<file path="src/rtl/nibble_serial_adder.sv">
// Purpose: WIDTH-bit a+b+cin computed one nibble per clock through one 4-bit ripple adder.
// Latency: accept in cycle 0 -> out_valid in cycle NIB+1; initiation interval NIB+2.
// Backpressure: result held in DONE until out_ready; in_ready only while IDLE.

module ripple_adder_4bit (
    input  logic [3:0] a,
    input  logic [3:0] b,
    input  logic       cin,
    output logic [3:0] sum,
    output logic       cout
);
    logic [4:0] c;

    assign c[0] = cin;

    for (genvar i = 0; i < 4; i++) begin : g_fa
        assign sum[i]   = a[i] ^ b[i] ^ c[i];
        assign c[i+1]   = (a[i] & b[i]) | (c[i] & (a[i] ^ b[i]));
    end

    assign cout = c[4];
endmodule

module nibble_serial_adder #(
    parameter int WIDTH = 16
) (
    input  logic             clk,
    input  logic             rst_n,
    input  logic             in_valid,
    output logic             in_ready,
    input  logic [WIDTH-1:0] a,
    input  logic [WIDTH-1:0] b,
    input  logic             cin,
    output logic             out_valid,
    input  logic             out_ready,
    output logic [WIDTH-1:0] sum,
    output logic             cout
);
    localparam int NIB = WIDTH / 4;
    localparam int CW  = (NIB > 1) ? $clog2(NIB) : 1;
    localparam logic [CW-1:0] LAST = CW'(NIB - 1);

    typedef enum logic [1:0] {
        IDLE = 2'd0,
        RUN  = 2'd1,
        DONE = 2'd2
    } state_t;

    state_t           state_q,  state_d;
    logic [CW-1:0]    cnt_q,    cnt_d;
    logic             carry_q,  carry_d;
    logic [WIDTH-1:0] a_sh_q,   a_sh_d;
    logic [WIDTH-1:0] b_sh_q,   b_sh_d;
    logic [WIDTH-1:0] sum_sh_q, sum_sh_d;

    logic [3:0]       add_sum;
    logic             add_cout;
    logic [WIDTH-1:0] sum_shift;

    ripple_adder_4bit u_add (
        .a    (a_sh_q[3:0]),
        .b    (b_sh_q[3:0]),
        .cin  (carry_q),
        .sum  (add_sum),
        .cout (add_cout)
    );

    // Each nibble result enters at the top so nibble 0 ends up in bits [3:0].
    if (WIDTH == 4) begin : g_shift_narrow
        assign sum_shift = add_sum;
    end else begin : g_shift_wide
        assign sum_shift = {add_sum, sum_sh_q[WIDTH-1:4]};
    end

    always_comb begin
        state_d  = state_q;
        cnt_d    = cnt_q;
        carry_d  = carry_q;
        a_sh_d   = a_sh_q;
        b_sh_d   = b_sh_q;
        sum_sh_d = sum_sh_q;

        case (state_q)
            IDLE: begin
                if (in_valid) begin
                    a_sh_d  = a;
                    b_sh_d  = b;
                    carry_d = cin;
                    cnt_d   = '0;
                    state_d = RUN;
                end
            end
            RUN: begin
                a_sh_d   = a_sh_q >> 4;
                b_sh_d   = b_sh_q >> 4;
                sum_sh_d = sum_shift;
                carry_d  = add_cout;
                cnt_d    = cnt_q + CW'(1);
                if (cnt_q == LAST) begin
                    state_d = DONE;
                end
            end
            DONE: begin
                if (out_ready) begin
                    state_d = IDLE;
                end
            end
            default: begin
                state_d = IDLE;
            end
        endcase
    end

    always_ff @(posedge clk or negedge rst_n) begin
        if (!rst_n) begin
            state_q  <= IDLE;
            cnt_q    <= '0;
            carry_q  <= 1'b0;
            a_sh_q   <= '0;
            b_sh_q   <= '0;
            sum_sh_q <= '0;
        end else begin
            state_q  <= state_d;
            cnt_q    <= cnt_d;
            carry_q  <= carry_d;
            a_sh_q   <= a_sh_d;
            b_sh_q   <= b_sh_d;
            sum_sh_q <= sum_sh_d;
        end
    end

    // Outputs come straight from flops; out_valid falls with the async reset.
    assign in_ready  = (state_q == IDLE);
    assign out_valid = (state_q == DONE);
    assign sum       = sum_sh_q;
    assign cout      = carry_q;
endmodule

</file>
<file path="config.mk">
export PLATFORM = sky130hd
export DESIGN_NAME = nibble_serial_adder
export DESIGN_NICKNAME = d
export VERILOG_FILES = /design/src/rtl/nibble_serial_adder.sv
export SDC_FILE = /design/constraint.sdc
export NUM_CORES = 1
export LEC_CHECK = 0
export ABC_CLOCK_PERIOD_IN_PS = 4500
export BUFFER_PORTS_ARGS = -buffer_cell sky130_fd_sc_hd__clkbuf_2
export CORE_UTILIZATION = 40
export DETAILED_ROUTE_END_ITERATION = 12
export GPL_TIMING_DRIVEN = 0
export HOLD_SLACK_MARGIN = 0.08
export MAX_ROUTING_LAYER = met4
export SKIP_LAST_GASP = 1
export SYNTH_ARGS = -nofsm -noshare
export SYNTH_HDL_FRONTEND = slang
export SYNTH_HIERARCHICAL = 1
export SYNTH_SLANG_ARGS = --single-unit
</file>
<file path="constraint.sdc">
create_clock -name clk -period 4.5 [get_ports clk]
set_input_delay 0.225 -clock clk [delete_from_list [all_inputs] [get_ports clk]]
set_output_delay 0.225 -clock clk [all_outputs]
set_load 0.005 [all_outputs]
</file>
==> results of run 1 <==
## kinds of logic after synthesis
family	after synthesis	synth area share (%)
AOI/OAI and AO/OA	84	22.1
buffers and inverters	33	7.35
adders and majority gates	5	3.89
and+or+nand+nor	65	11.0
DFF	53	55.7
## area by class of cell
class	count	area [sq um]
Buffer	17	115
Clock buffer	5	68.8
Clock inverter	3	17.5
Fill cell	549	2730
Inverter	16	60.1
Multi-Input combinational cell	154	881
Sequential cell	53	1330
Tap cell	72	90.1
Timing Repair Buffer	58	315
## per-layer routing
layer | track usage (%) | share of wire, % | vias to the layer above | wire length (um)
met2 | 30.5 | 47 | 44 | 2590
met3 | 4.25 | 3.9 | 8 | 217
li1 | - | - | 968 | -
met5 | - | 0 | - | 0
met4 | 6.91 | 1.6 | 0 | 89
met1 | 25.7 | 48 | 968 | 2650
## sequential cells by signal, summed over array words and instances (netlist names)
register	cells
cnt_q	2
state_q	2
sum	16
cout	1
b_sh_q	16
a_sh_q	16
## timing repair
item / CTS / global route
setup endpoints to repair: 0 / 0
endpoints found under the hold margin: 1 / 27
hold buffers: 1 / 1
## critical path: stages (launching register included)
cell and delay [ns]:
dfrtp_1 0.43, fa_1 0.43, inv_1 0.08, fa_1 0.16
inv_1 0.05, fa_1 0.35, inv_1 0.07, fa_1 0.40
inv_1 0.06, nand2_1 0.05, nand2_1 0.05
## cell usage in the layout (no fill, tap or decap), types with 2 or more instances in the layout
master         instances
dlygate4sd3_1          2
a2bb2oi_1              4
dfrtp_1               53
buf_4                 10
o22ai_1               42
a22o_1                 5
clkinv_2               2
inv_1                 15
nor2_1                 4
a22oi_1                4
fa_1                   4
nand2_1               54
clkbuf_8               5
nand2b_1               4
o21ai_0                8
a21oi_1               18
clkbuf_2              54
buf_2                  6
## final timing paths
path,startpoint,endpoint
min reg2reg,sum[0]$_DFFE_PN0N_,sum[0]$_DFFE_PN0N_
max,a_sh_q[0]$_DFFE_PN0P_,sum[15]$_DFFE_PN0N_
min in group asynchronous,rst_n,sum[0]$_DFFE_PN0N_
min,a[14],a_sh_q[14]$_DFFE_PN0P_
max reg2reg,a_sh_q[0]$_DFFE_PN0P_,sum[15]$_DFFE_PN0N_
max in group asynchronous,rst_n,a_sh_q[0]$_DFFE_PN0P_
## per-stage QoR
stage	cell area [sq um]	hold slack, ns	worst slack, ns
global route	2870	0.125	2.22
detailed placement	2750	0.426	2.38
CTS	2840	0.113	2.33
floorplan	2380	-0.0706	2.45
global placement	2750	0.422	2.39
finish	2870	0.126	2.33
## power breakdown
group | internal [W] | switching [W]
logic | 0.000419 | 0.000507
clock network | 0.000108 | 0.000165
registers | 0.000704 | 0.000170
total | 0.00123 | 0.000841
==> results_dict.tcl, run 1 <==
set metrics [dict create \
    cts.clk_slew.worst_paths_ns 0.10 \
    syn_nets 282 \
    r2r_slack_ns 2.33 \
    yosys_warnings 6 \
    grt_max_degree 54 \
    insertion_delay_ns 0.31 \
    place.gp.congestion 0.750 \
    diodes 0 \
    synth_seq_cells 53 \
    drc 0 \
    cts_resized 0 \
    yosys.cell_types.count 24 \
    core_sq_um 5610 \
    synthCells 240 \
    syn_area_sq_um 2380 \
    numCtsBuffers 5 \
    status "finished, final reports clean" \
    grt_pass1_vias 1966 \
    grt.overflow.total 0 \
    final_antenna_net_count 0 \
    worstPathMaxFanout 3 \
    ios 56 \
    finalPower_w 0.00207 \
    maxSlewViolCount 0 \
    slew_headroom_pct 56.1 \
    setup_tns_ns 0 \
    drive_gt1_share_pct 27.1 \
    utilization_pct 51.2 \
    fin_crit_ns 2.17 \
    power.density_nw_per_um2 721 \
    drt-pass1-iter-count 6 \
    placed_cells 367 \
    finalCritPeriodShare_pct 48.2 \
    ctsHtreeMaxLevel 2 \
    hold_viol_final 0 \
    skew_ns 0.00775 \
    ys_top_cells_by_count "54 x nand2_1, 53 x dfrtp_1, 42 x o22ai_1" \
    synth_edf_count 0 \
    async_flop_share_pct 100 \
    end_kind "register" \
    required_ns 4.76 \
    yosys-top-cells-area "dfrtp_1 56%, o22ai_1 11%, nand2_1 8.5%" \
    ys_seq_area_share_pct 55.7 \
    portBuffers 55 \
    dieArea_sq_um 6270 \
    antenna_found_initial 0 \
    power_leakage_nw 1.45 \
    start_util_pct 42.5 \
    rsz0062_at_grt "false" \
    synth.most_common_cell "nand2_1" \
    drt-vias-per-instance 5.26 \
    reg2regPathDepth 10 \
    yosys.area.top_type "dfrtp_1" \
    report.final.setup_viol 0 \
    final_nets 347 \
    worstSetupStartpointType "register" \
    cts_tree "done" \
    synth_area_per_cell_sq_um 9.93 \
    critical_path_arrival_ns 2.43 \
    ys_dominant_reg_cell "dfrtp_1" \
    drt-total-wl_um 5550 \
    ir_drop_mv 0.288 \
    core.rowCount 27 \
    drtIter0Drc 92 \
    grt.total_usage_pct 19.7 \
    wl_per_cell_um 14.7 \
    place_hpwl_um 3850 \
    syn_to_final_growth_pct 20.6 \
    clock-sinks 53 \
    max_freq_ghz 0.461 \
    synth_top_area_share_pct 55.7 \
    hold_depth 3 \
    cts_root_buffer "clkbuf_8" \
    num_vias 1988 \
    grt_pass1_wl_um 9200 \
    die_h_um 79.2 \
    hold_class "input pin to register" \
    postCtsSetupBuffers 0 \
    stdcell_count 378 \
    die_w_um 79.2 \
    drv_cap 0 \
    crit_type "register to register" \
    clockBufferDepth 2 \
    worst_pin_slew_ns 0.658 \
]
Note: power is estimated with default switching activity, not from simulation.
==> run 2: changes to the inputs <==
ABC_CLOCK_PERIOD_IN_PS = 1800   (was 4500)
clock period = 1.8 ns   (was 4.5 ns; I/O delays follow)
==> run 2 against run 1 <==
  * The run now ends with setup timing left
  * Global-route usage rose by 1.5 points
  * Final cell count rose by 6.9%
  * Clock power rose to 3.5 times the previous value
  * Via count rose by 7.1%
  * Largest cell class unchanged
  * Hold slack got worse by 0.050 ns
  * Power rose to 2.7 times the previous value
  * Clock skew rose by 0.0024 ns
==> results_dict.tcl, run 2 (synthesis results as in run 1) <==
set metrics [dict create \
    grt_pass1_vias 2064 \
    worstSetupStartpointType "register" \
    dieArea_sq_um 6270 \
    violations "setup timing" \
    grt.total_usage_pct 21.3 \
    drv_cap 0 \
    numCtsBuffers 5 \
    place_hpwl_um 3880 \
    r2r-end "sum[15]$_DFFE_PN0N_" \
    grt_max_degree 54 \
    finalCritPeriodShare_pct 119 \
    grt_pass1_wl_um 9960 \
    maxSlewViolCount 0 \
    place_area_sq_um 2760 \
    insertion_delay_ns 0.32 \
    crit_type "register to register" \
    utilization_pct 56.9 \
    die_w_um 79.2 \
    cts.clk_slew.worst_paths_ns 0.10 \
    reg2regPathDepth 10 \
    required_ns 2.07 \
    crit_path_max_incr_delay_ns 0.43 \
    stdcell_count 404 \
    ios 56 \
    cp_slowest_cell "fa_2" \
    ir_drop_mv 0.821 \
    start_util_pct 42.5 \
    cts_tree "done" \
    drtIter0Drc 110 \
    design_area_sq_um 3190 \
    final_antenna_net_count 0 \
    hold_class "input pin to register" \
    hold_end "b_sh_q[4]$_DFFE_PN0P_" \
    power_leakage_nw 1.58 \
    layout_common_cells "54 x nand2_1, 54 x clkbuf_2, 53 x dfrtp_1" \
    fin_ws_ns -0.341 \
    status "finished with violations" \
    skew_ns 0.0101 \
    hold_depth 3 \
    r2r_slack_ns -0.34 \
    place_ws_ns -0.320 \
    rr_startpoint "cout$_DFFE_PN0P_" \
    drt-pass1-iter-count 4 \
    core.rowCount 27 \
    worstPathMaxFanout 2 \
    placed_cells 367 \
    clock-sinks 53 \
    diodes 0 \
    hold_viol_final 0 \
    die_h_um 79.2 \
    clockBufferDepth 2 \
    cts_root_buffer "clkbuf_8" \
    wl_per_cell_um 15.1 \
    slew_headroom_pct 68.2 \
    end_kind "register" \
    syn_to_final_growth_pct 33.9 \
    min_from "b[4]" \
    report.final.setup_viol 2 \
    grt.overflow.total 0 \
    place.gp.congestion 0.760 \
    drc 0 \
    power.density_nw_per_um2 1790 \
    antenna_found_initial 0 \
    drt-total-wl_um 6100 \
    drive_gt1_share_pct 28.6 \
    core_sq_um 5610 \
    max_freq_ghz 0.467 \
    drt-vias-per-instance 5.27 \
    fin_crit_ns 2.14 \
    crit_chain "fa_2, inv_2, fa_2, inv_2, fa_2, inv_2, fa_2, inv_1, nand2_1, nand2_1" \
    worst_path_most_repeated_cell "fa_2" \
    ctsHtreeMaxLevel 2 \
    critical_path_arrival_ns 2.41 \
    portBuffers 55 \
    final_nets 373 \
    rsz0062_at_grt "true" \
    worst_pin_slew_ns 0.477 \
    num_vias 2130 \
]
-- run 2: cell types whose count changed in the layout (fill, tap and decap cells not counted), sizes merged --
cell	before	now
dlygate4sd3	2	25
clkinv	2	1
clkinvlp	1	0
bufinv	0	2
buf	18	21
-- run 2: final cells by class --
type / count / area, sq um
Fill cell: 516 / 2420
Sequential cell: 53 / 1330
Multi-Input combinational cell: 154 / 897
Timing Repair Buffer: 84 / 568
Buffer: 17 / 115
Tap cell: 72 / 90.1
Clock buffer: 5 / 68.8
Clock inverter: 3 / 65.1
Inverter: 16 / 60.1
-- run 2: worst max path at each step --
stage / slack (ns) / depth (start not counted) / from / to
finish: -0.34 / 10 / cout$_DFFE_PN0P_ / sum[15]$_DFFE_PN0N_
global route: -0.38 / 10 / cout$_DFFE_PN0P_ / sum[15]$_DFFE_PN0N_
CTS: -0.34 / 10 / a_sh_q[0]$_DFFE_PN0P_ / sum[15]$_DFFE_PN0N_
detailed placement: -0.32 / 10 / b_sh_q[0]$_DFFE_PN0P_ / sum[15]$_DFFE_PN0N_
global placement: -0.29 / 10 / b_sh_q[0]$_DFFE_PN0P_ / sum[15]$_DFFE_PN0N_
floorplan: -0.21 / 10 / b_sh_q[0]$_DFFE_PN0P_ / sum[15]$_DFFE_PN0N_
-- run 2: metal layers --
metal / up-vias / share of wire, % / track usage (%)
met3: 8 / 5.3 / 4.14
li1: 1022 / - / -
met4: 0 / 1.1 / 6.18
met5: - / 0 / -
met1: 1023 / 47 / 28.8
met2: 77 / 47 / 32.5
-- run 2: repair_timing --
action                     in CTS  in global routing
cloned                          0                  0
pin swaps                       3                  2
buffers inserted                3                  0
hold endpoints to repair       24                 41
setup endpoints to repair       3                  3
hold buffers                   24                  1
gates resized for setup         3                  1
-- run 2: power breakdown --
part	internal [W]	switching, W	total, W
clock network	0.000553	0.000416	0.000968
registers	0.00176	0.000418	0.00218
logic	0.00117	0.00138	0.00255
total	0.00348	0.00222	0.00570
-- run 2: critical path: cells and delay by family, from the launching register on --
| family | cells | cell delay (ns) |
|---|---|---|
| fa+ha+maj | 4 | 1.34 |
| flops | 1 | 0.42 |
| buf+inv | 4 | 0.24 |
| simple gates | 2 | 0.09 |
-- run 2: stage by stage --
stage / setup TNS (ns) / hold WS (ns) / power [W]
3_3_place_gp: -0.457 / 0.286 / 0.00451
4_1_cts: -0.551 / 0.0807 / 0.00571
3_5_place_dp: -0.519 / 0.281 / 0.00459
6_report: -0.541 / 0.0758 / 0.00570
2_1_floorplan: -0.276 / -0.206 / 0.00382
5_1_grt: -0.663 / 0.0866 / 0.00618
==> run 3: changes to the inputs <==
ABC_AREA = 1   (was default)
==> run 3 against run 2 <==
  * The run still ends with setup timing left
  * Non-clock buffer count shrank 10
  * Design area rose by 2.4%
  * Wire length fell by 3.5%
  * Power down 0.92%
  * Count of clock-buffer cells in the layout is the same
  * Synthesized cell count rose by 39%
  * Die area rose by 7.9%
  * Worst setup slack improved by 0.073 ns
  * Critical path type unchanged
  * Critical endpoint unchanged
  * Largest power group unchanged
  * Highest routed layer unchanged
==> results_dict.tcl, run 3 <==
set metrics [dict create \
    holdWs_ns 0.0862 \
    rsz0062_at_grt "true" \
    ir_drop_mv 0.654 \
    yosys-top-cells-area "dfrtp_1 51%, nand2_1 16%, inv_1 10%" \
    power_leakage_nw 1.88 \
    grt_pass1_vias 2208 \
    die_w_um 82.3 \
    report.final.setup_viol 2 \
    finalCritPeriodShare_pct 115 \
    crit_chain "fa_2, inv_2, fa_2, inv_2, fa_2, inv_2, fa_1, inv_1, nand2_1, nand2_1" \
    utilization_pct 53.9 \
    dieArea_sq_um 6770 \
    grt_pass1_wl_um 10200 \
    numCtsBuffers 5 \
    syn_area_sq_um 2580 \
    yosys.cell_types.count 15 \
    num-fill-cells 623 \
    synth.most_common_cell "nand2_1" \
    diodes 0 \
    slew_headroom_pct 63.0 \
    num_vias 2306 \
    maxSlewViolCount 0 \
    place_hpwl_um 4010 \
    drt-pass1-iter-count 4 \
    ys_top_cells_by_count "109 x nand2_1, 69 x inv_1, 53 x dfrtp_1" \
    skew_ns 0.0130 \
    cts.clk_slew.worst_paths_ns 0.11 \
    synthCells 334 \
    ctsHtreeMaxLevel 2 \
    end_kind "register" \
    synth_area_per_cell_sq_um 7.71 \
    critical_path_arrival_ns 2.34 \
    place.gp.congestion 0.764 \
    hold_class "input pin to register" \
    syn_nets 376 \
    async_flop_share_pct 100 \
    ys_dominant_reg_cell "dfrtp_1" \
    pwr-share-seq_pct 36.8 \
    clock-sinks 53 \
    grt.overflow.total 0 \
    cp_slowest_cell "dfrtp_1" \
    fin_crit_ns 2.07 \
    violations "setup timing" \
    synth_top_area_share_pct 51.5 \
    cp_num_buf_inv 4 \
    grt.total_usage_pct 20.8 \
    synth_seq_cells 53 \
    worstPathMaxFanout 2 \
    drv_cap 0 \
    mostFrequentLayoutCell "nand2_1" \
    crit_path_max_incr_delay_ns 0.42 \
    drc 0 \
    crit_family "adder cells" \
    final_antenna_net_count 0 \
    synth_edf_count 0 \
    crit_type "register to register" \
    drive_gt1_share_pct 20.4 \
    die_h_um 82.3 \
    cts_root_buffer "clkbuf_8" \
    internal_power_w 0.00322 \
    yosys.area.top_type "dfrtp_1" \
    required_ns 2.07 \
    wl_per_cell_um 12.0 \
    ios 56 \
    drt-vias-per-instance 4.70 \
    combPwrFrac_pct 48.0 \
    layout_common_cells "109 x nand2_1, 66 x inv_1, 54 x clkbuf_2" \
    clkPwrFrac_pct 15.2 \
    core_sq_um 6060 \
    ys_seq_area_share_pct 51.5 \
    clockBufferDepth 2 \
    power.density_nw_per_um2 1730 \
    fin_ws_ns -0.268 \
    status "finished with violations" \
    core.rowCount 28 \
    drtIter0Drc 170 \
    insertion_delay_ns 0.32 \
    p_sw_w 0.00243 \
    cts_tree "done" \
    max_freq_ghz 0.484 \
    final_nets 457 \
    worst_pin_slew_ns 0.553 \
    start_util_pct 42.5 \
    syn_to_final_growth_pct 26.8 \
    sw_frac_of_total_pct 43.0 \
    hold_viol_final 0 \
    worstSetupStartpointType "register" \
    yosys_warnings 6 \
    portBuffers 55 \
    drt-total-wl_um 5880 \
    antenna_found_initial 0 \
    grt_max_degree 54 \
]
[run 3: cell count changes in the layout (fill, tap and decap cells not counted), sizes merged, moves of 5 or more]
| cell | change |
|---|---|
| buf | -5 |
| dlygate4sd3 | -9 |
| nand2 | +55 |
| inv | +54 |
| o21ai | +13 |
| o22ai | -41 |
| nand3 | +51 |
| a21oi | -17 |
| a22o | -5 |
[run 3: cell families (layout without fill, tap and decap cells)]
kind of cell	count (synthesis)	in the layout	synth area share, %
AOI/OAI and AO/OA	25	25	5.00
adders and majority gates	5	5	3.59
buffers and inverters	86	168	13.3
DFF	53	53	51.5
and+or+nand+nor	165	165	26.6
[run 3: final cells by class]
| cell class | instances | area [sq um] | area share [%] |
|---|---|---|---|
| buffer | 17 | 83.8 | 2.57 |
| inverter | 69 | 259 | 7.93 |
| tap | 75 | 93.8 | 2.87 |
| multi-input combinational | 195 | 915 | 28.0 |
| timing repair buffer | 74 | 470 | 14.4 |
| sequential | 53 | 1330 | 40.6 |
| clock inverter | 3 | 50.0 | 1.53 |
| clock buffer | 5 | 68.8 | 2.11 |
[run 3: power by group through the flow]
stage                     registers (W)  clock network [W]  logic (W)
final                           0.00208           0.000860    0.00271
after detailed placement        0.00211                  0    0.00267
after floorplan                 0.00205                  0    0.00187
after CTS                       0.00208           0.000883    0.00275
after global placement          0.00209                  0    0.00263
after global routing            0.00215           0.000931    0.00321
[run 3: path summary, 6_finish.rpt]
path	startpoint	to	slack, ns	cells after the start
max in group asynchronous	rst_n	cout$_DFFE_PN0P_	1.03	3
min in group asynchronous	rst_n	state_q[0]$_DFFE_PN0P_	0.24	2
hold / removal	b[7]	b_sh_q[7]$_DFFE_PN0P_	0.09	5
setup reg to reg	b_sh_q[0]$_DFFE_PN0P_	sum[15]$_DFFE_PN0N_	-0.27	10
hold reg to reg	cnt_q[0]$_DFFE_PN0P_	cnt_q[0]$_DFFE_PN0P_	0.49	1
setup / recovery	b_sh_q[0]$_DFFE_PN0P_	sum[15]$_DFFE_PN0N_	-0.27	10
[run 3: metrics by stage]
step	area, sq um	setup TNS, ns	std cells	worst slack [ns]	power, W
floorplan	2580	-0.294	334	-0.209	0.00393
global placement	2950	-0.428	464	-0.269	0.00472
detailed placement	2950	-0.433	464	-0.268	0.00478
CTS	3240	-0.437	489	-0.279	0.00571
global route	3270	-0.669	491	-0.358	0.00629
finish	3270	-0.418	491	-0.268	0.00565
[run 3: layer usage]
metal / wire, um / track usage, %
met1: 2780 / 26.4
met2: 2780 / 34.3
met3: 251 / 3.63
met4: 65 / 5.96
met5: 0 / -
[run 3: repair_timing]
item                                    in CTS  in global routing
endpoints found under the hold margin       15                 16
resized for setup                            0                  1
pin swaps                                    0                  0
endpoints found under the setup margin       3                  3
hold buffers                                15                  1
buffers inserted                             2                  0
[run 3: tightest hold or removal path, stage by stage]
cell	delay (ns)
clkbuf_2	0.07
inv_1	0.03
nand2_1	0.05
nand3_1	0.07
nand2_1	0.05
